===== src/rtl/uart_tx_frame_if.sv =====
// Handshake and serial-line bundle for uart_tx_frame: request/character in,
// done/busy status and the registered serial line out.
interface uart_tx_frame_if #(
    parameter int DATA_BITS = 8
);
    logic                 i_start;
    logic [DATA_BITS-1:0] i_data;
    logic                 o_done;
    logic                 o_busy;
    logic                 o_dout;

    modport master (
        output i_start,
        output i_data,
        input  o_done,
        input  o_busy,
        input  o_dout
    );

    modport slave (
        input  i_start,
        input  i_data,
        output o_done,
        output o_busy,
        output o_dout
    );
endinterface


===== src/rtl/uart_tx_frame.sv =====
// Configurable UART transmitter: start bit, DATA_BITS LSB first, optional
// odd/even parity, 1 or 2 stop bits; all outputs come straight from flops.
module uart_tx_frame #(
    parameter int TICKS_PER_BIT = 32,
    parameter int DATA_BITS     = 8,
    parameter int PARITY_MODE   = 0,
    parameter int STOP_BITS     = 1
) (
    input logic          i_clk,
    input logic          i_reset,
    uart_tx_frame_if.slave tx
);

    localparam int TW = (TICKS_PER_BIT > 2) ? $clog2(TICKS_PER_BIT) : 1;
    localparam int BW = $clog2(DATA_BITS);
    localparam logic [TW-1:0] TICK_LAST = TW'(TICKS_PER_BIT - 1);
    localparam logic [BW-1:0] BIT_LAST  = BW'(DATA_BITS - 1);

    if (TICKS_PER_BIT < 2) begin : g_bad_ticks
        $error("uart_tx_frame: TICKS_PER_BIT must be >= 2");
    end
    if (DATA_BITS < 5 || DATA_BITS > 9) begin : g_bad_data
        $error("uart_tx_frame: DATA_BITS must be 5..9");
    end
    if (PARITY_MODE < 0 || PARITY_MODE > 2) begin : g_bad_parity
        $error("uart_tx_frame: PARITY_MODE must be 0, 1 or 2");
    end
    if (STOP_BITS != 1 && STOP_BITS != 2) begin : g_bad_stop
        $error("uart_tx_frame: STOP_BITS must be 1 or 2");
    end

    typedef enum logic [2:0] {
        S_IDLE,
        S_START,
        S_DATA,
        S_PARITY,
        S_STOP,
        S_DONE
    } state_t;

    state_t               state_q, state_d;
    logic [TW-1:0]        tick_q, tick_d;
    logic [BW-1:0]        bit_q, bit_d;
    logic                 stop_q, stop_d;
    logic [DATA_BITS-1:0] shreg_q, shreg_d;
    logic                 par_q, par_d;
    logic                 dout_q, dout_d;
    logic                 busy_q, busy_d;
    logic                 done_q, done_d;
    logic                 tick_last;

    always_ff @(posedge i_clk or posedge i_reset) begin
        if (i_reset) begin
            state_q <= S_IDLE;
            tick_q  <= '0;
            bit_q   <= '0;
            stop_q  <= 1'b0;
            shreg_q <= '0;
            par_q   <= 1'b0;
            dout_q  <= 1'b1;
            busy_q  <= 1'b0;
            done_q  <= 1'b0;
        end else begin
            state_q <= state_d;
            tick_q  <= tick_d;
            bit_q   <= bit_d;
            stop_q  <= stop_d;
            shreg_q <= shreg_d;
            par_q   <= par_d;
            dout_q  <= dout_d;
            busy_q  <= busy_d;
            done_q  <= done_d;
        end
    end

    // Each output is computed one cycle ahead so the line changes exactly on
    // the terminal-count edge without any combinational path to the pins.
    always_comb begin
        state_d   = state_q;
        tick_d    = tick_q;
        bit_d     = bit_q;
        stop_d    = stop_q;
        shreg_d   = shreg_q;
        par_d     = par_q;
        dout_d    = dout_q;
        busy_d    = busy_q;
        done_d    = 1'b0;
        tick_last = (tick_q == TICK_LAST);

        if (state_q != S_IDLE && state_q != S_DONE) begin
            tick_d = tick_last ? '0 : tick_q + 1'b1;
        end

        case (state_q)
            S_IDLE: begin
                dout_d = 1'b1;
                busy_d = 1'b0;
                if (tx.i_start) begin
                    shreg_d = tx.i_data;
                    par_d   = (PARITY_MODE == 1) ? ~^tx.i_data : ^tx.i_data;
                    state_d = S_START;
                    dout_d  = 1'b0;
                    busy_d  = 1'b1;
                    tick_d  = '0;
                    bit_d   = '0;
                    stop_d  = 1'b0;
                end
            end
            S_START: begin
                if (tick_last) begin
                    state_d = S_DATA;
                    dout_d  = shreg_q[0];
                end
            end
            S_DATA: begin
                if (tick_last) begin
                    if (bit_q == BIT_LAST) begin
                        if (PARITY_MODE != 0) begin
                            state_d = S_PARITY;
                            dout_d  = par_q;
                        end else begin
                            state_d = S_STOP;
                            dout_d  = 1'b1;
                        end
                    end else begin
                        shreg_d = shreg_q >> 1;
                        bit_d   = bit_q + 1'b1;
                        dout_d  = shreg_q[1];
                    end
                end
            end
            S_PARITY: begin
                if (tick_last) begin
                    state_d = S_STOP;
                    dout_d  = 1'b1;
                end
            end
            S_STOP: begin
                if (tick_last) begin
                    if (STOP_BITS == 2 && !stop_q) begin
                        stop_d = 1'b1;
                    end else begin
                        state_d = S_DONE;
                        done_d  = 1'b1;
                        dout_d  = 1'b1;
                    end
                end
            end
            S_DONE: begin
                state_d = S_IDLE;
                busy_d  = 1'b0;
                dout_d  = 1'b1;
            end
            default: begin
                state_d = S_IDLE;
                dout_d  = 1'b1;
                busy_d  = 1'b0;
            end
        endcase
    end

    assign tx.o_dout = dout_q;
    assign tx.o_busy = busy_q;
    assign tx.o_done = done_q;

endmodule

===== src/flat_wrapper.sv =====
// flat-port wrapper written by rule: the top's interface ports become plain ports
module uart_tx_frame_flat 
#(
    parameter int TICKS_PER_BIT = 32,
    parameter int DATA_BITS     = 8,
    parameter int PARITY_MODE   = 0,
    parameter int STOP_BITS     = 1
)
  (i_clk, i_reset, tx_i_start, tx_i_data, tx_o_done, tx_o_busy, tx_o_dout);
  uart_tx_frame_if #(.DATA_BITS(DATA_BITS)) tx_i ();
  input logic i_clk;
  input logic i_reset;
  input wire logic [$bits(tx_i.i_start)-1:0] tx_i_start;
  input wire logic [$bits(tx_i.i_data)-1:0] tx_i_data;
  output wire logic [$bits(tx_i.o_done)-1:0] tx_o_done;
  output wire logic [$bits(tx_i.o_busy)-1:0] tx_o_busy;
  output wire logic [$bits(tx_i.o_dout)-1:0] tx_o_dout;
  assign tx_i.i_start = tx_i_start;
  assign tx_i.i_data = tx_i_data;
  assign tx_o_done = tx_i.o_done;
  assign tx_o_busy = tx_i.o_busy;
  assign tx_o_dout = tx_i.o_dout;
  uart_tx_frame #(.TICKS_PER_BIT(TICKS_PER_BIT), .DATA_BITS(DATA_BITS), .PARITY_MODE(PARITY_MODE), .STOP_BITS(STOP_BITS)) u_core (.i_clk(i_clk), .i_reset(i_reset), .tx(tx_i));
endmodule

===== config.mk =====
export PLATFORM = sky130hd
export DESIGN_NAME = uart_tx_frame_flat
export DESIGN_NICKNAME = d
export VERILOG_FILES = /design/src/rtl/uart_tx_frame_if.sv /design/src/rtl/uart_tx_frame.sv /design/src/flat_wrapper.sv
export SDC_FILE = /design/constraint.sdc
export NUM_CORES = 1
export LEC_CHECK = 0
export BUFFER_PORTS_ARGS = -buffer_cell sky130_fd_sc_hd__buf_4
export CAP_MARGIN = 20
export CORE_MARGIN = 10
export CORE_UTILIZATION = 50
export DETAILED_ROUTE_END_ITERATION = 10
export GPL_ROUTABILITY_DRIVEN = 0
export GPL_TIMING_DRIVEN = 0
export PLACE_DENSITY = 0.75
export RECOVER_POWER = 25
export SLEW_MARGIN = 25
export SYNTH_ARGS = -nofsm -noshare
export SYNTH_HDL_FRONTEND = slang
export SYNTH_SLANG_ARGS = --single-unit

===== constraint.sdc =====
create_clock -name i_clk -period 2.1 [get_ports i_clk]
set_input_delay 0.21 -clock i_clk [delete_from_list [all_inputs] [get_ports i_clk]]
set_output_delay 0.21 -clock i_clk [all_outputs]
set_load 0.02 [all_outputs]

# --- Yosys cells after proc, flatten, opt, wreduce, memory -nomap -nowiden ---
# Index checks and enable logic that the tools add are counted.
op_classes:
  addsub: 2
  eq_ne: 15
  n_mux: 29
  n_reduce_logical: 9
ops:
  columns: ["op", "n"]
  rows:
  - ["$mux 3", 9]
  - ["$mux 8", 3]
  - ["$mux 5", 4]
  - ["$pmux 8 s2", 1]
  - ["$pmux 3 s5", 1]
  - ["$ne 2x1->1 const B", 6]
  - ["$mux 1", 8]
  - ["$eq 3x2->1 const B", 2]
  - ["$eq 3x3->1 const B", 2]
  - ["$pmux 3 s2", 1]
  - ["$reduce_and 6->1", 1]
  - ["$add 5x1->5 const B", 1]
  - ["$eq 5x5->1 const B", 1]
  - ["$ne 2x2->1 const B", 2]
  - ["$pmux 1 s4", 1]
  - ["$reduce_and 4->1", 1]
  - ["$reduce_or 4->1", 1]
  - ["$add 3x1->3 const B", 1]
  - ["$eq 3x1->1 const B", 1]
  - ["$logic_not 3->1", 1]
  - ["$ne 3x3->1 const B", 1]
  - ["$reduce_and 3->1", 1]
  - ["$reduce_bool 3->1", 1]
  - ["$pmux 1 s2", 1]
  - ["3 further kinds", 3]
totals:
  ff_bits: 22
  input_bits: 11
  out_inout_bits: 3

# --- Logic depth before layout (Yosys ltp) ---
logic_depth:
  word_depth: 5
  ltp_mapped: 8
  ltp_nobuf: 6

# --- Worst setup path after synthesis ---
# OpenSTA, ideal clock, no wires.
synth_path:
  path_kind: "reg2reg"
  start: "register u_core.tick_q[0]"
  end: "register u_core.bit_q[0]"
  setup_time_ns: 0.128
  arrival_time_ns: 1.818
  required_time_ns: 1.972
  slack_ns: 0.155
  stages_incl_launch_ff: 9
  path_buffers: 2
  path_cell_list: "dfrtp_1 ha_1 and3_1 ha_1 buf_2 nand3b_1 a211oi_2 buf_4 mux2_1"
synth_between:
  elab_chain_len: 3
synth_rtl:
  columns: ["element", "line", "rtl"]
  rows:
  - ["start, declared", "uart_tx_frame.sv:42", "logic [TW-1:0] tick_q, tick_d;"]
  - ["start signal, assigned", "uart_tx_frame.sv:65", "tick_q <= tick_d;"]
  - ["$eq 5x5->1", "uart_tx_frame.sv:88", "tick_last = (tick_q == TICK_LAST);"]
  - ["$ne 2x1->1 (no line)", null, null]
  - ["$reduce_and 4->1 (no line)", null, null]
  - ["end signal, assigned", "uart_tx_frame.sv:66", "bit_q <= bit_d;"]
  - ["end, declared", "uart_tx_frame.sv:43", "logic [BW-1:0] bit_q, bit_d;"]
# No other way between the ends.
# A chain may end at the register's enable or synchronous reset.

# --- Worst setup path in the final report ---
layout_path:
  start: "register u_core.tick_q[0]"
  end: "register u_core.shreg_q[3]"
layout_between:
  elab_chain_len: 3
layout_rtl:
  columns: ["element", "line", "rtl"]
  rows:
  - ["$eq 5x5->1", "uart_tx_frame.sv:88", null]
  - ["$ne 2x1->1 (no line)", null, null]
  - ["$reduce_and 4->1 (no line)", null, null]
  - ["end signal, assigned", "uart_tx_frame.sv:68", "shreg_q <= shreg_d;"]
  - ["end, declared", "uart_tx_frame.sv:45", "logic [DATA_BITS-1:0] shreg_q, shreg_d;"]
# No other way between the ends.

==> results.cfg <==
[run_status]
status = completed

[detailed_routing]
drt_iter0_markers = 26
first_pass_iters = 4
postRouteAntennaNets = 0
wl_met1_microns = 1260
vias = 1045
post_drt_wl_per_cell_microns = 15.6
drt-vias-per-instance = 5.90
met2_length_microns = 1330
dr_wl_met3_microns = 138
routed.top_layer = met4
route.detailed.drc = 0
wl_microns = 2750

[min_path]
holdCritPathClass = in -> async

[place]
portBuffers = 13
dp_hpwl_microns = 1940
place_area_sq_um = 1440

[critical_path]
r2r-start = u_core.tick_q[0]$_DFF_PP0_
end_kind = flip-flop
ff2ff_path_depth = 9
r2r_end = u_core.shreg_q[3]$_DFFE_PP0P_
cp.arrival_ns = 2.26
reg2reg_setup_slack_ns = 0.04
crit_fanout = 5
critPathKind = reg -> reg
crit_required_ns = 2.31
start_kind = flip-flop

[cts]
holdBufCountCts = 0
clk_pin_slew_ns = 0.12
cts_max_level = 1
clkLatencyLatePin_ns = 0.31
root_buffer = clkbuf_4
clock_sinks = 22
cts_tree = built
cts_buffers = 3
clockBufferDepth = 2

[sta]
worst_slew_pin_slew_ns = 0.806
period_minus_slack_ns = 2.06
fin_hold_ws_ns = 0.0475
finClkSkew_ns = 0.00512
hold_viol_final = 0
relSlewSlack_pct = 46.2
grt_setup_unrepaired = true
fmax_mhz = 486
drv_slew = 0
finalSetupViolCount = 0
period_share_pct = 97.9

[global_route]
grt_max_degree = 23
antenna_found_initial = 0
grt_overflow = 0
grt_pass1_vias = 1041
grt_first_pass_wirelength_microns = 4530
track_usage_pct = 10.5

[pwr]
seq_power_share_pct = 54.7
p_clk_share_pct = 40.0
internal_power_uw = 650
p_sw_uw = 149
ir_drop_uv = 393
pwr-share-comb_pct = 5.3
switching_share_pct = 18.6
powerDensity_nw_per_um2 = 491
total_power_uw = 799
p_leak_uw = 0.000717

[yosys]
syn_nets = 135
ys_seq_elements = 22
synth_top_flop_cell = dfrtp_1
seq_area_frac_synth_pct = 42.4
synth.distinct_cells = 38
synth_edf_count = 0
ys_top_cells_by_area = dfrtp_1 (40%), mux2_1 (13%), ha_1 (3.8%)
ys_top_cells_by_count = dfrtp_1 (21), mux2_1 (15), nand2_1 (8), o21ai_0 (8), nor3_1 (5)
synth_top_area_share_pct = 40.4
synthCells = 120
yosysTopAreaCell = dfrtp_1
synthArstFlopShare_pct = 100
synth.avg_cell_area_sq_um = 10.8
yosysWarnings = 0
yosys.cell_count.top_type = dfrtp_1
syn_area_sq_um = 1300

[final_layout]
postLayoutCellArea_sq_um = 1630
nets = 163
num_antenna_cells = 0
drive_above_1_share_pct = 33.3
fillers = 198
area_delta_synth_final_pct = 25.1

[floorplanning]
core_sq_um = 2480
start_util_pct = 52.5
die_x_microns = 71.0
fp.dieH_microns = 71.0
fp-row-count = 18
ios = 14
dieArea_sq_um = 5040

[job]
maxCapViolations = 0
-- registers in the layout (all words and copies together), names as in the netlist --
signal,flops
u_core.bit_q,3
u_core.shreg_q,8
u_core.tx.o_busy,1
u_core.state_q,3
u_core.tx.o_done,1
u_core.tx.o_dout,1
u_core.tick_q,5
-- worst max-delay path by stage --
| stage | start | end | slack [ns] | cells after the start |
|---|---|---|---|---|
| 6_report | u_core.tick_q[0]$_DFF_PP0_ | u_core.shreg_q[3]$_DFFE_PP0P_ | 0.04 | 9 |
| 5_1_grt | u_core.tick_q[0]$_DFF_PP0_ | u_core.shreg_q[0]$_DFFE_PP0P_ | -0.04 | 9 |
| 4_1_cts | u_core.tick_q[0]$_DFF_PP0_ | u_core.shreg_q[4]$_DFFE_PP0P_ | 0.01 | 8 |
| 3_5_place_dp | u_core.tick_q[1]$_DFF_PP0_ | u_core.shreg_q[4]$_DFFE_PP0P_ | -0.09 | 8 |
| 3_3_place_gp | u_core.tick_q[0]$_DFF_PP0_ | u_core.bit_q[0]$_DFFE_PP0P_ | -0.04 | 8 |
| 2_1_floorplan | u_core.tick_q[0]$_DFF_PP0_ | u_core.bit_q[0]$_DFFE_PP0P_ | 0.15 | 8 |
-- cell families (layout without fill, tap and decap cells) --
| group | Yosys count | after routing | synth area share, % |
|---|---|---|---|
| AOI/OAI and AO/OA | 24 | 24 | 13.2 |
| xor gates and xnor gates | 1 | 1 | 0.673 |
| adders and majority gates | 4 | 4 | 3.85 |
| buffers and inverters | 12 | 39 | 4.71 |
| DFF | 22 | 22 | 42.4 |
| muxes | 20 | 20 | 16.9 |
| and+or+nand+nor | 37 | 37 | 18.3 |
-- through the flow --
stage / std cells / setup slack, ns / utilization [%] / setup TNS [ns]
CTS: 170 / 0.0115 / 61.2 / 0
finish: 177 / 0.0436 / 65.7 / 0
global placement: 163 / -0.0366 / 58.0 / -0.251
floorplan: 120 / 0.155 / - / 0
detailed placement: 163 / -0.0878 / 58.0 / -0.590
global route: 177 / -0.0405 / 65.7 / -0.229
-- critical path, cell delays in order, from the launching register on --
cell	delay [ns]
dfrtp_1	0.39
ha_2	0.19
and3_4	0.20
ha_4	0.12
buf_6	0.10
nand3b_1	0.09
a211oi_2	0.29
buf_6	0.14
buf_6	0.11
mux2_1	0.31
-- metal layers --
| layer | track usage, % | up-vias |
|---|---|---|
| met1 | 12.5 | 515 |
| met5 | 0 | - |
| met4 | 3.23 | 0 |
| met3 | 3.63 | 5 |
| li1 | - | 499 |
| met2 | 17.3 | 26 |
-- placed cells by master, fill, tap and decap left out, drive strengths merged --
| cell | Yosys | routed |
|---|---|---|
| a211oi | 1 | 1 |
| a21boi | 1 | 1 |
| a21oi | 2 | 2 |
| a22oi | 2 | 2 |
| a311oi | 2 | 2 |
| and3 | 1 | 1 |
| and3b | 2 | 2 |
| and4b | 1 | 1 |
| buf | 7 | 29 |
| bufinv | 0 | 1 |
| clkbuf | 1 | 5 |
| dfrtp | 21 | 21 |
| dfstp | 1 | 1 |
| ha | 4 | 4 |
| inv | 4 | 4 |
| mux2 | 16 | 16 |
| mux2i | 4 | 4 |
| nand2 | 8 | 8 |
| nand2b | 4 | 4 |
| nand3 | 3 | 3 |
| nand3b | 1 | 1 |
| nor2 | 1 | 1 |
| nor2b | 4 | 4 |
| nor3 | 5 | 5 |
| nor3b | 1 | 1 |
| nor4b | 2 | 2 |
| o211ai | 2 | 2 |
| o21a | 2 | 2 |
| o21ai | 8 | 8 |
| o31ai | 2 | 2 |
| o32ai | 1 | 1 |
| o41ai | 1 | 1 |
| or3b | 3 | 3 |
| or4b | 1 | 1 |
| xor2 | 1 | 1 |
-- power groups by stage --
| stage | combinational, uW | clock [uW] | sequential [uW] |
|---|---|---|---|
| 3_5_place_dp | 39.6 | 0 | 445 |
| 3_3_place_gp | 38.3 | 0 | 444 |
| 5_1_grt | 47.6 | 345 | 438 |
| 4_1_cts | 39.8 | 324 | 437 |
| 6_report | 42.5 | 319 | 437 |
| 2_1_floorplan | 17.2 | 0 | 444 |
-- final cells by class --
class                   count  area (sq um)  area share [%]
clock inverters             1          30.0            1.84
inverters                   4          15.0           0.922
well taps                  30          37.5            2.31
multi-input cells          86           731            44.9
plain buffers               8          56.3            3.46
flip-flops and latches     22           552            33.9
repair buffers             23           184            11.3
clock buffers               3          22.5            1.38
-- timing repair --
| action | in CTS | in global routing |
|---|---|---|
| endpoints found under the hold margin | 0 | 0 |
| resized for setup | 1 | 18 |
| setup buffers | 3 | 7 |
| setup endpoints to repair | 8 | 9 |
| pin swaps | 1 | 2 |
(Power assumes the default switching activity.)
